<file path="src/rtl/sccb_pkg.sv">
// Shared SCCB definitions: arbiter state encoding, device address and timing defaults.
package sccb_pkg;

  typedef enum logic [1:0] {
    IDLE  = 2'd0,
    ISSUE = 2'd1,
    GAP   = 2'd2
  } sccb_state_e;

  localparam logic [7:0] SCCB_DEV_ID          = 8'h42;
  localparam int         SCCB_GAP_CYCLES      = 16;
  localparam int         SCCB_TIMEOUT_CYCLES  = 65535;

endpackage

</file>
<file path="src/rtl/sccb_rr_pick.sv">
// Two-way round-robin pick: on contention the requester that did not win last time goes next.
module sccb_rr_pick (
  input  logic v0,
  input  logic v1,
  input  logic last,
  output logic grant
);

  always_comb begin
    // NOTE: default first so every path assigns grant and no latch is inferred.
    grant = 1'b0;
    if (v0 && v1) begin
      grant = ~last;
    end else if (v1) begin
      grant = 1'b1;
    end
  end

endmodule

</file>
<file path="src/rtl/sccb_arbiter.sv">
// Arbitrates two register-write requesters onto one SCCB sender, with a
// post-transaction holdoff and an abort if the sender never takes the command.
module sccb_arbiter
  import sccb_pkg::*;
#(
  parameter logic [7:0] DEV_ID         = SCCB_DEV_ID,
  parameter int         GAP_CYCLES     = SCCB_GAP_CYCLES,
  parameter int         TIMEOUT_CYCLES = SCCB_TIMEOUT_CYCLES
) (
  input  logic       clk,
  input  logic       reset_n,
  input  logic       r0_valid,
  input  logic [7:0] r0_reg,
  input  logic [7:0] r0_value,
  output logic       r0_ready,
  input  logic       r1_valid,
  input  logic [7:0] r1_reg,
  input  logic [7:0] r1_value,
  output logic       r1_ready,
  output logic       send,
  output logic [7:0] id,
  output logic [7:0] reg_addr,
  output logic [7:0] value,
  input  logic       taken,
  output logic       busy,
  output logic       grant_idx,
  output logic       timeout_err
);

  localparam int GW = (GAP_CYCLES > 1) ? $clog2(GAP_CYCLES) : 1;
  localparam int TW = (TIMEOUT_CYCLES > 1) ? $clog2(TIMEOUT_CYCLES) : 1;
  localparam logic [GW-1:0] GAP_LOAD = GW'(GAP_CYCLES - 1);
  localparam logic [TW-1:0] TMO_LAST = TW'(TIMEOUT_CYCLES - 1);

  sccb_state_e   state;
  logic [GW-1:0] gap_cnt;
  logic [TW-1:0] tmo_cnt;
  logic          pick;

  sccb_rr_pick u_pick (
    .v0    (r0_valid),
    .v1    (r1_valid),
    .last  (grant_idx),
    .grant (pick)
  );

  assign id   = DEV_ID;
  assign busy = (state != IDLE);

  // NOTE: sequential state uses non-blocking assignments so every register
  // updates from the values present before the edge.
  always_ff @(posedge clk) begin
    if (!reset_n) begin
      state       <= IDLE;
      send        <= 1'b0;
      r0_ready    <= 1'b0;
      r1_ready    <= 1'b0;
      timeout_err <= 1'b0;
      reg_addr    <= '0;
      value       <= '0;
      grant_idx   <= 1'b1;
      gap_cnt     <= '0;
      tmo_cnt     <= '0;
    end else begin
      r0_ready    <= 1'b0;
      r1_ready    <= 1'b0;
      timeout_err <= 1'b0;
      case (state)
        IDLE: begin
          if (r0_valid || r1_valid) begin
            grant_idx <= pick;
            reg_addr  <= pick ? r1_reg   : r0_reg;
            value     <= pick ? r1_value : r0_value;
            r0_ready  <= ~pick;
            r1_ready  <= pick;
            send      <= 1'b1;
            tmo_cnt   <= '0;
            state     <= ISSUE;
          end
        end
        ISSUE: begin
          // taken wins over a simultaneous expiry, so it is tested first.
          if (taken) begin
            send    <= 1'b0;
            gap_cnt <= GAP_LOAD;
            state   <= GAP;
          end else if (tmo_cnt == TMO_LAST) begin
            send        <= 1'b0;
            timeout_err <= 1'b1;
            gap_cnt     <= GAP_LOAD;
            state       <= GAP;
          end else begin
            tmo_cnt <= tmo_cnt + 1'b1;
          end
        end
        GAP: begin
          if (gap_cnt == '0) begin
            state <= IDLE;
          end else begin
            gap_cnt <= gap_cnt - 1'b1;
          end
        end
        default: state <= IDLE;
      endcase
    end
  end

endmodule
</file>
<file path="config.mk">
export PLATFORM = sky130hd
export DESIGN_NAME = sccb_arbiter
export DESIGN_NICKNAME = d
export VERILOG_FILES = /design/src/rtl/sccb_pkg.sv /design/src/rtl/sccb_rr_pick.sv /design/src/rtl/sccb_arbiter.sv
export SDC_FILE = /design/constraint.sdc
export NUM_CORES = 1
export LEC_CHECK = 0
export ABC_CLOCK_PERIOD_IN_PS = 1960
export BUFFER_PORTS_ARGS = -buffer_cell sky130_fd_sc_hd__buf_2
export CORE_ASPECT_RATIO = 1.5
export CORE_MARGIN = 2
export CORE_UTILIZATION = 30
export DETAILED_ROUTE_END_ITERATION = 12
export GPL_ROUTABILITY_DRIVEN = 1
export HOLD_SLACK_MARGIN = 0.06
export PLACE_DENSITY = 0.51
export SLEW_MARGIN = 10
export SYNTH_ARGS = -nofsm -noshare
export SYNTH_HDL_FRONTEND = slang
export SYNTH_SLANG_ARGS = --single-unit
</file>
<file path="constraint.sdc">
create_clock -name clk -period 1.96 [get_ports clk]
set_input_delay 0.098 -clock clk [delete_from_list [all_inputs] [get_ports clk]]
set_output_delay 0.098 -clock clk [all_outputs]
set_load 0.02 [all_outputs]
</file>
==> run_results.csv, run 1 <==
group,metric,value,unit
yosys,netlist_top_cells_area,"sky130_fd_sc_hd__dfxtp_1, sky130_fd_sc_hd__mux2i_1, sky130_fd_sc_hd__a211oi_1, sky130_fd_sc_hd__nor2_1, sky130_fd_sc_hd__nand2_1",
worst_setup_path,critPathLaunch,"tmo_cnt[1]",
clocking,cts-buffers-inserted,5,
final_layout,post_route_cells_drive_above_1_share,28.3,%
detailed_routing,drt_drc_violations_left,0,
floorplan,ioPinCount,67,
worst_setup_path,crit_path_end_kind,"flop",
global_route,vias_in_the_first_global_route,1958,
clocking,insertion_delay,310,ps
worst_setup_path,critPathArrivalTime,2110,ps
clocking,cts.root.buffer_cell,"sky130_fd_sc_hd__clkbuf_8",
final_layout,areaGrowthSynthToFinish,22.8,%
final_layout,final_common_cell,"sky130_fd_sc_hd__buf_2",
placement,port_buffers,58,
worst_setup_path,critPathKind,"reg2reg",
final_layout,core_utilization_of_the_finished_layout,37.5,%
yosys,post_synthesis_register_bit_count,43,
yosys,synth_xor_area_share,0,%
power,power.density_cell_area,792,nW/um^2
placement,dp_hpwl,3.92,mm
floorplan,floorplan.initialDensity,30.6,%
timing,timing.final.hold_violations,0,
global_route,number_of_antenna_violations_at_the_first_check_in_global_routing,0,
detailed_routing,routed-via-count,1941,
detailed_routing,maxUsedRoutingLayer,"met4",
detailed_routing,drt.antenna.violating_nets,0,
timing,final-setup-viol-count,0,
hold_path,timing.hold.worst.start,"r0_reg[4]",
yosys,synth-edff-count,0,
yosys,synth_cell_area,2180,um^2
detailed_routing,detail_route.first_pass.iterations,4,
timing,grt_setup_unrepaired,"true",
yosys,synth_area_leader,"sky130_fd_sc_hd__dfxtp_1",
yosys,synth_compound_area_share,19.3,%
timing,finalMaxSlewViolations,0,
yosys,adder_cell_fraction_of_synth_area,1.72,%
worst_setup_path,worstPathRequired,2200,ps
global_route,global_route.overflow_total,0,
yosys,synth-warning-count,0,
timing,min_period,1870,ps
power,leakage,1.08,nW
yosys,post-synth-top-area-fraction,39.5,%
timing,maxSlewHeadroom,64.3,%
worst_setup_path,worstPathMaxFanout,5,
yosys,synth_seq_area_share,39.5,%
final_layout,num-nets-final,350,
clocking,clock_pin_transition_on_the_worst_setup_and_hold_timing_paths,100,ps
detailed_routing,met2RoutedLength,2.62,mm
detailed_routing,drt_wl_total,5.11,mm
yosys,ys_types,54,
global_route,grt_max_degree,22,
detailed_routing,wl_met3,250,um
global_route,grt_util_all_layers,14.3,%
yosys,avgSynthCellArea,8.72,um^2
yosys,dominant_register_cell_in_the_synthesized_netlist,"sky130_fd_sc_hd__dfxtp_1",
yosys,syn_inst,250,
timing,whs,132,ps
flow_run,maxCapViolCount,0,
floorplan,number_of_rows_in_the_core_area,38,
clocking,ctsLongestPathBuffers,2,
timing,tightestPinTransition,535,ps
power,p_total,2.12,mW
yosys,largest_family_of_logic_cells_by_synthesized_area,"simple AND/OR/NAND/NOR gates",
detailed_routing,route.detailed.wl_per_inst,13.1,um
final_layout,final_cell_mix,"sky130_fd_sc_hd__buf_2, sky130_fd_sc_hd__dfxtp_1, sky130_fd_sc_hd__nor2_1, sky130_fd_sc_hd__nand2_1, sky130_fd_sc_hd__mux2i_1",
floorplan,core-area,7130,um^2
final_layout,antenna_diode_instance_count,0,
floorplan,dieHeight,108,um
worst_setup_path,worstReg2RegStart,"tmo_cnt[1]",
detailed_routing,route.detailed.vias_per_inst,4.96,
outcome,run_status,"finished clean",
yosys,synth_async_sr_flop_share,0,%
hold_path,worst_hold_path_type,"in2reg",
clocking,clock_tree_from_tritoncts,"yes",
clocking,postCtsHoldBufs,0,
yosys,synth.area.mux_share,8.84,%
detailed_routing,met1_routed_length,2.15,mm
placement,gp_congestion,0.783,
timing,final_min_period_over_clock_period,95.3,%
placement,pre_cts_slack,63.0,ps
power,vdd.ir_drop.worst,407,uV
timing,fmaxAchievable,535,MHz
global_route,grt_first_pass_wirelength,9.03,mm
clocking,num_clock_sinks,43,
timing,timing.final.ws_setup,91.4,ps
clocking,cts-htree-levels,2,
detailed_routing,starting_drt_drc_count,117,
yosys,synth-simple-area-share,23.1,%
final_layout,filler_cell_count,752,
worst_setup_path,critical_path.startpoint_type,"flop",
floorplan,die_area,7980,um^2
timing,fin_worst_skew,15.3,ps
floorplan,die_width,73.6,um
final timing paths:
check	to	slack [ps]	cells past startpoint
worst max-delay path	tmo_cnt[8]	90	6
worst min-delay path	reg_addr[4]	130	3
worst max register to register	tmo_cnt[8]	90	6
worst min register to register	send	470	2
layer usage:
metal  track usage (%)  vias to the layer above
met3              3.54                        6
met5                 0                        -
met4              5.06                        0
met1              16.4                      870
li1                  -                     1017
met2              25.3                       48
registers in the layout (all words and copies together) (netlist names), 2 cells and up:
signal and flops:
reg_addr 8, value 8, tmo_cnt 16, state 2
gap_cnt 4
stage by stage:
step           std cells  area (um^2)  TNS (ps)
2_1_floorplan        256         2200         0
3_3_place_gp         382         2540         0
3_5_place_dp         382         2540         0
4_1_cts              390         2660         0
5_1_grt              391         2680      -121
6_report             391         2680         0
worst max-delay path, cell delays in order (launching register included):
cell	delay, ps
sky130_fd_sc_hd__dfxtp_1	410
sky130_fd_sc_hd__ha_1	220
sky130_fd_sc_hd__and3_1	210
sky130_fd_sc_hd__nand3_1	110
sky130_fd_sc_hd__a2111oi_1	410
sky130_fd_sc_hd__mux2_1	360
sky130_fd_sc_hd__nor2_1	80
layout make-up:
class	instances	area, um^2	share of cell area, %
clock inverter	3	46.3	1.73
sequential	43	861	32.2
clock buffer	5	68.8	2.57
tap	80	100	3.74
timing repair buffer	68	369	13.8
inverter	9	33.8	1.26
multi-input combinational	183	1200	44.7
kinds of logic (layout without fill, tap and decap cells):
kind of cell | after synthesis | after routing
AND/OR/NAND/NOR | 97 | 97
flip-flops | 43 | 43
multiplexers | 19 | 19
AO/OA/AOI/OAI | 56 | 56
adder cells (fa/ha/maj) | 3 | 3
buffers and inverters | 30 | 85
other | 2 | 8
synthesized netlist by cell type (2+ instances only):
| master | number |
|---|---|
| sky130_fd_sc_hd__mux2_1 | 2 |
| sky130_fd_sc_hd__and3_1 | 2 |
| sky130_fd_sc_hd__a21boi_1 | 2 |
| sky130_fd_sc_hd__ha_1 | 3 |
| sky130_fd_sc_hd__nor2b_1 | 2 |
| sky130_fd_sc_hd__a311oi_1 | 2 |
| sky130_fd_sc_hd__nand4b_1 | 2 |
| sky130_fd_sc_hd__a31oi_1 | 5 |
| sky130_fd_sc_hd__o311ai_1 | 2 |
| sky130_fd_sc_hd__nand4_1 | 2 |
| sky130_fd_sc_hd__o21ai_1 | 4 |
| sky130_fd_sc_hd__nor3_1 | 3 |
| sky130_fd_sc_hd__a211oi_1 | 16 |
| sky130_fd_sc_hd__a221oi_1 | 2 |
| sky130_fd_sc_hd__a21oi_1 | 5 |
| sky130_fd_sc_hd__conb_1 | 2 |
| sky130_fd_sc_hd__mux2i_1 | 17 |
| sky130_fd_sc_hd__buf_2 | 5 |
| sky130_fd_sc_hd__inv_1 | 9 |
| sky130_fd_sc_hd__nand2b_1 | 4 |
| sky130_fd_sc_hd__buf_4 | 8 |
| sky130_fd_sc_hd__nor4_1 | 3 |
| sky130_fd_sc_hd__nand2_1 | 22 |
| sky130_fd_sc_hd__o41ai_1 | 3 |
| sky130_fd_sc_hd__nor2_1 | 29 |
| sky130_fd_sc_hd__nand3_1 | 12 |
| sky130_fd_sc_hd__clkbuf_1 | 7 |
| sky130_fd_sc_hd__or3_1 | 6 |
| sky130_fd_sc_hd__dfxtp_1 | 43 |
| sky130_fd_sc_hd__o2111ai_1 | 2 |
where the power goes:
| group | internal (mW) | total [mW] | switching, mW | leakage [nW] |
|---|---|---|---|---|
| clock | 0.384 | 0.719 | 0.335 | 0.0548 |
| combinational | 0.159 | 0.429 | 0.269 | 0.672 |
| sequential | 0.935 | 0.971 | 0.0357 | 0.353 |
what timing repair did:
item	4_1_cts	5_1_grt
setup endpoints to repair	0	7
setup buffers	0	1
gates resized for setup	0	3
No activity file was read; power rests on OpenSTA's default activity.
==> inputs of run 2 (changes only) <==
- ABC_AREA: default -> 1
==> run_results.csv, run 2 <==
group,metric,value,unit
worst_setup_path,worstPathRequired,2140,ps
placement,placed_cell_area,2710,um^2
final_layout,post_route_cells_drive_above_1_share,20.3,%
yosys,synth_area_leader,"sky130_fd_sc_hd__dfxtp_1",
timing,final-setup-viol-count,0,
floorplan,number_of_rows_in_the_core_area,39,
timing,final_min_period_over_clock_period,86.6,%
final_layout,core_utilization_of_the_finished_layout,38.7,%
final_layout,final_common_cell,"sky130_fd_sc_hd__nand2_1",
clocking,cts-buffers-inserted,5,
power,clk_pwr_share,30.7,%
power,p_total,3.09,mW
power,netSwitchingFraction,36.5,%
power,sequentialPowerShare,37.5,%
floorplan,ioPinCount,67,
yosys,netlist_top_cells_area,"sky130_fd_sc_hd__dfxtp_1, sky130_fd_sc_hd__nand2_1, sky130_fd_sc_hd__nor2_1, sky130_fd_sc_hd__inv_1, sky130_fd_sc_hd__nand3_1",
yosys,synth_cell_area,2380,um^2
power,cell_internal_pwr,1.96,mW
timing,finalMaxSlewViolations,0,
global_route,vias_in_the_first_global_route,2365,
clocking,num_clock_sinks,43,
yosys,dominant_register_cell_in_the_synthesized_netlist,"sky130_fd_sc_hd__dfxtp_1",
detailed_routing,route.detailed.wl_per_inst,11.8,um
clocking,cts-htree-levels,2,
clocking,clock_pin_transition_on_the_worst_setup_and_hold_timing_paths,60,ps
final_layout,largest_register_ffs,16,
final_layout,num-nets-final,464,
clocking,insertion_delay,290,ps
yosys,post_synthesis_register_bit_count,43,
detailed_routing,starting_drt_drc_count,90,
yosys,syn_inst,360,
final_layout,final_cell_mix,"sky130_fd_sc_hd__nand2_1, sky130_fd_sc_hd__buf_2, sky130_fd_sc_hd__nor2_1, sky130_fd_sc_hd__dfxtp_1, sky130_fd_sc_hd__inv_1",
yosys,synth-warning-count,0,
final_layout,post-route-cell-area,2970,um^2
placement,port_buffers,58,
clocking,cts.root.buffer_cell,"sky130_fd_sc_hd__clkbuf_16",
worst_setup_path,critPathKind,"reg2reg",
yosys,synth-edff-count,0,
worst_setup_path,worstReg2RegStart,"tmo_cnt[1]",
timing,fin_worst_skew,4.77,ps
detailed_routing,drt_wl_total,6.21,mm
final_layout,largest_register,"tmo_cnt",
global_route,grt_util_all_layers,14.7,%
global_route,grt_first_pass_wirelength,10.3,mm
clocking,ctsLongestPathBuffers,2,
power,vdd.ir_drop.worst,574,uV
yosys,synth_async_sr_flop_share,0,%
timing,fmaxAchievable,589,MHz
placement,dp_hpwl,4.71,mm
floorplan,floorplan.initialDensity,31.0,%
clocking,ctsResizeCount,0,
yosys,yosys.cell_count.top_type,"sky130_fd_sc_hd__nand2_1",
placement,gp_congestion,0.819,
power,p_comb_share,31.8,%
floorplan,die_width,76.7,um
hold_path,worst_hold_path_type,"in2reg",
worst_setup_path,ff2ff_path_depth,8,
yosys,ys_types,30,
worst_setup_path,critPathArrivalTime,1880,ps
yosys,synth_seq_area_share,36.2,%
power,power_switching,1.13,mW
detailed_routing,route.detailed.vias_per_inst,4.71,
yosys,ys_top_cells_by_count,"sky130_fd_sc_hd__nand2_1, sky130_fd_sc_hd__nor2_1, sky130_fd_sc_hd__dfxtp_1",
final_layout,antenna_diode_instance_count,0,
floorplan,core-area,7660,um^2
worst_setup_path,critPathLaunch,"tmo_cnt[1]",
timing,grt_setup_unrepaired,"false",
timing,timing.final.hold_violations,0,
global_route,global_route.overflow_total,0,
global_route,number_of_antenna_violations_at_the_first_check_in_global_routing,0,
worst_setup_path,crit_path_end_kind,"flop",
detailed_routing,drt.antenna.violating_nets,0,
global_route,grt_max_degree,31,
final_layout,areaGrowthSynthToFinish,24.7,%
worst_setup_path,worst_setup_path_endpoint,"tmo_cnt[14]",
flow_run,maxCapViolCount,0,
floorplan,dieHeight,113,um
worst_setup_path,critical_path.startpoint_type,"flop",
final_layout,reg.largest.list,"tmo_cnt (16), reg_addr (8), value (8)",
yosys,post-synth-top-area-fraction,36.2,%
worst_setup_path,worst-r2r-setup-slack,260,ps
timing,tns,0,ps
detailed_routing,routed-via-count,2475,
clocking,clock_tree_from_tritoncts,"yes",
worst_setup_path,rr_endpoint,"tmo_cnt[14]",
power,power.density_cell_area,1040,nW/um^2
worst_setup_path,worstPathMaxFanout,5,
outcome,run_status,"finished clean",
detailed_routing,detail_route.first_pass.iterations,4,
power,leakage,1.38,nW
timing,min_period,1700,ps
detailed_routing,drt_drc_violations_left,0,
yosys,avgSynthCellArea,6.61,um^2
floorplan,die_area,8670,um^2
run 2: changes by cell type in the layout (fill, tap and decap cells not counted), sizes merged, moves of 4 or more:
cell         change
buf              -6
nand3           +13
inv             +28
nand2b           -4
dlygate4sd3      +9
nand2           +78
or3              -7
nand4           +11
o21ai            +8
nor2            +26
mux2i           -17
a211oi          -16
a31oi            +8
a21oi           +10
run 2: repair_timing:
item | in CTS | in global routing
endpoints found under the hold margin | 6 | 0
hold buffers | 9 | 0
buffers inserted | 0 | 0
setup endpoints to repair | 0 | 0
run 2: final cells by class:
cell class | count | area [um^2]
clock buffers | 5 | 125
clock inverters | 2 | 37.5
fillers | 852 | 4700
inverters | 40 | 150
multi-input cells | 263 | 1250
flip-flops and latches | 43 | 861
well taps | 102 | 128
repair buffers | 71 | 410
run 2: cells by family after synthesis:
logic type                 share of synthesized area, %
DFF                                                36.2
adders and majority gates                          1.58
buffers and inverters                              12.0
and+or+nand+nor                                    39.3
AOI/OAI and AO/OA                                  10.6
other                                             0.316
run 2: layer usage:
layer  share of wire, %  up-vias  global-route usage [%]
li1                   -     1277                       -
met1                 41     1114                    15.1
met2                 51       71                    27.3
met3                4.8       13                    3.35
met4                2.9        0                    7.76
met5                  0        -                       0
run 2: power by group through the flow:
stage | registers, mW | logic [mW] | clock network [mW]
floorplan | 1.25 | 0.671 | 0
global placement | 1.18 | 0.971 | 0
detailed placement | 1.18 | 0.981 | 0
CTS | 1.16 | 0.998 | 0.972
global route | 1.18 | 1.12 | 1.00
finish | 1.16 | 0.982 | 0.948
run 2: worst min path at each step:
| stage | startpoint | end | slack (ps) | depth (start not counted) |
|---|---|---|---|---|
| 2_1_floorplan | taken | timeout_err | 180 | 1 |
| 4_1_cts | r1_reg[6] | reg_addr[6] | 60 | 3 |
| 3_5_place_dp | r0_reg[1] | reg_addr[1] | 300 | 3 |
| 5_1_grt | r0_value[3] | value[3] | 80 | 3 |
| 6_report | r0_reg[6] | reg_addr[6] | 70 | 3 |
| 3_3_place_gp | r0_reg[1] | reg_addr[1] | 300 | 3 |
run 2: stage by stage:
step | hold slack (ps) | setup slack [ps] | cells
floorplan | 175 | 550 | 366
global route | 75.2 | 65.1 | 526
detailed placement | 301 | 253 | 510
global placement | 303 | 261 | 510
CTS | 61.6 | 234 | 526
finish | 66.6 | 263 | 526
run 2: worst max-delay path: stages, from the launching register on:
cell and delay [ps]:
sky130_fd_sc_hd__dfxtp_1 410, sky130_fd_sc_hd__ha_1 220, sky130_fd_sc_hd__nand3_1 180, sky130_fd_sc_hd__nor2_1 310, sky130_fd_sc_hd__nand2_1 120, sky130_fd_sc_hd__inv_1 90
sky130_fd_sc_hd__nand3_1 70, sky130_fd_sc_hd__a21oi_1 140, sky130_fd_sc_hd__nor2_1 50
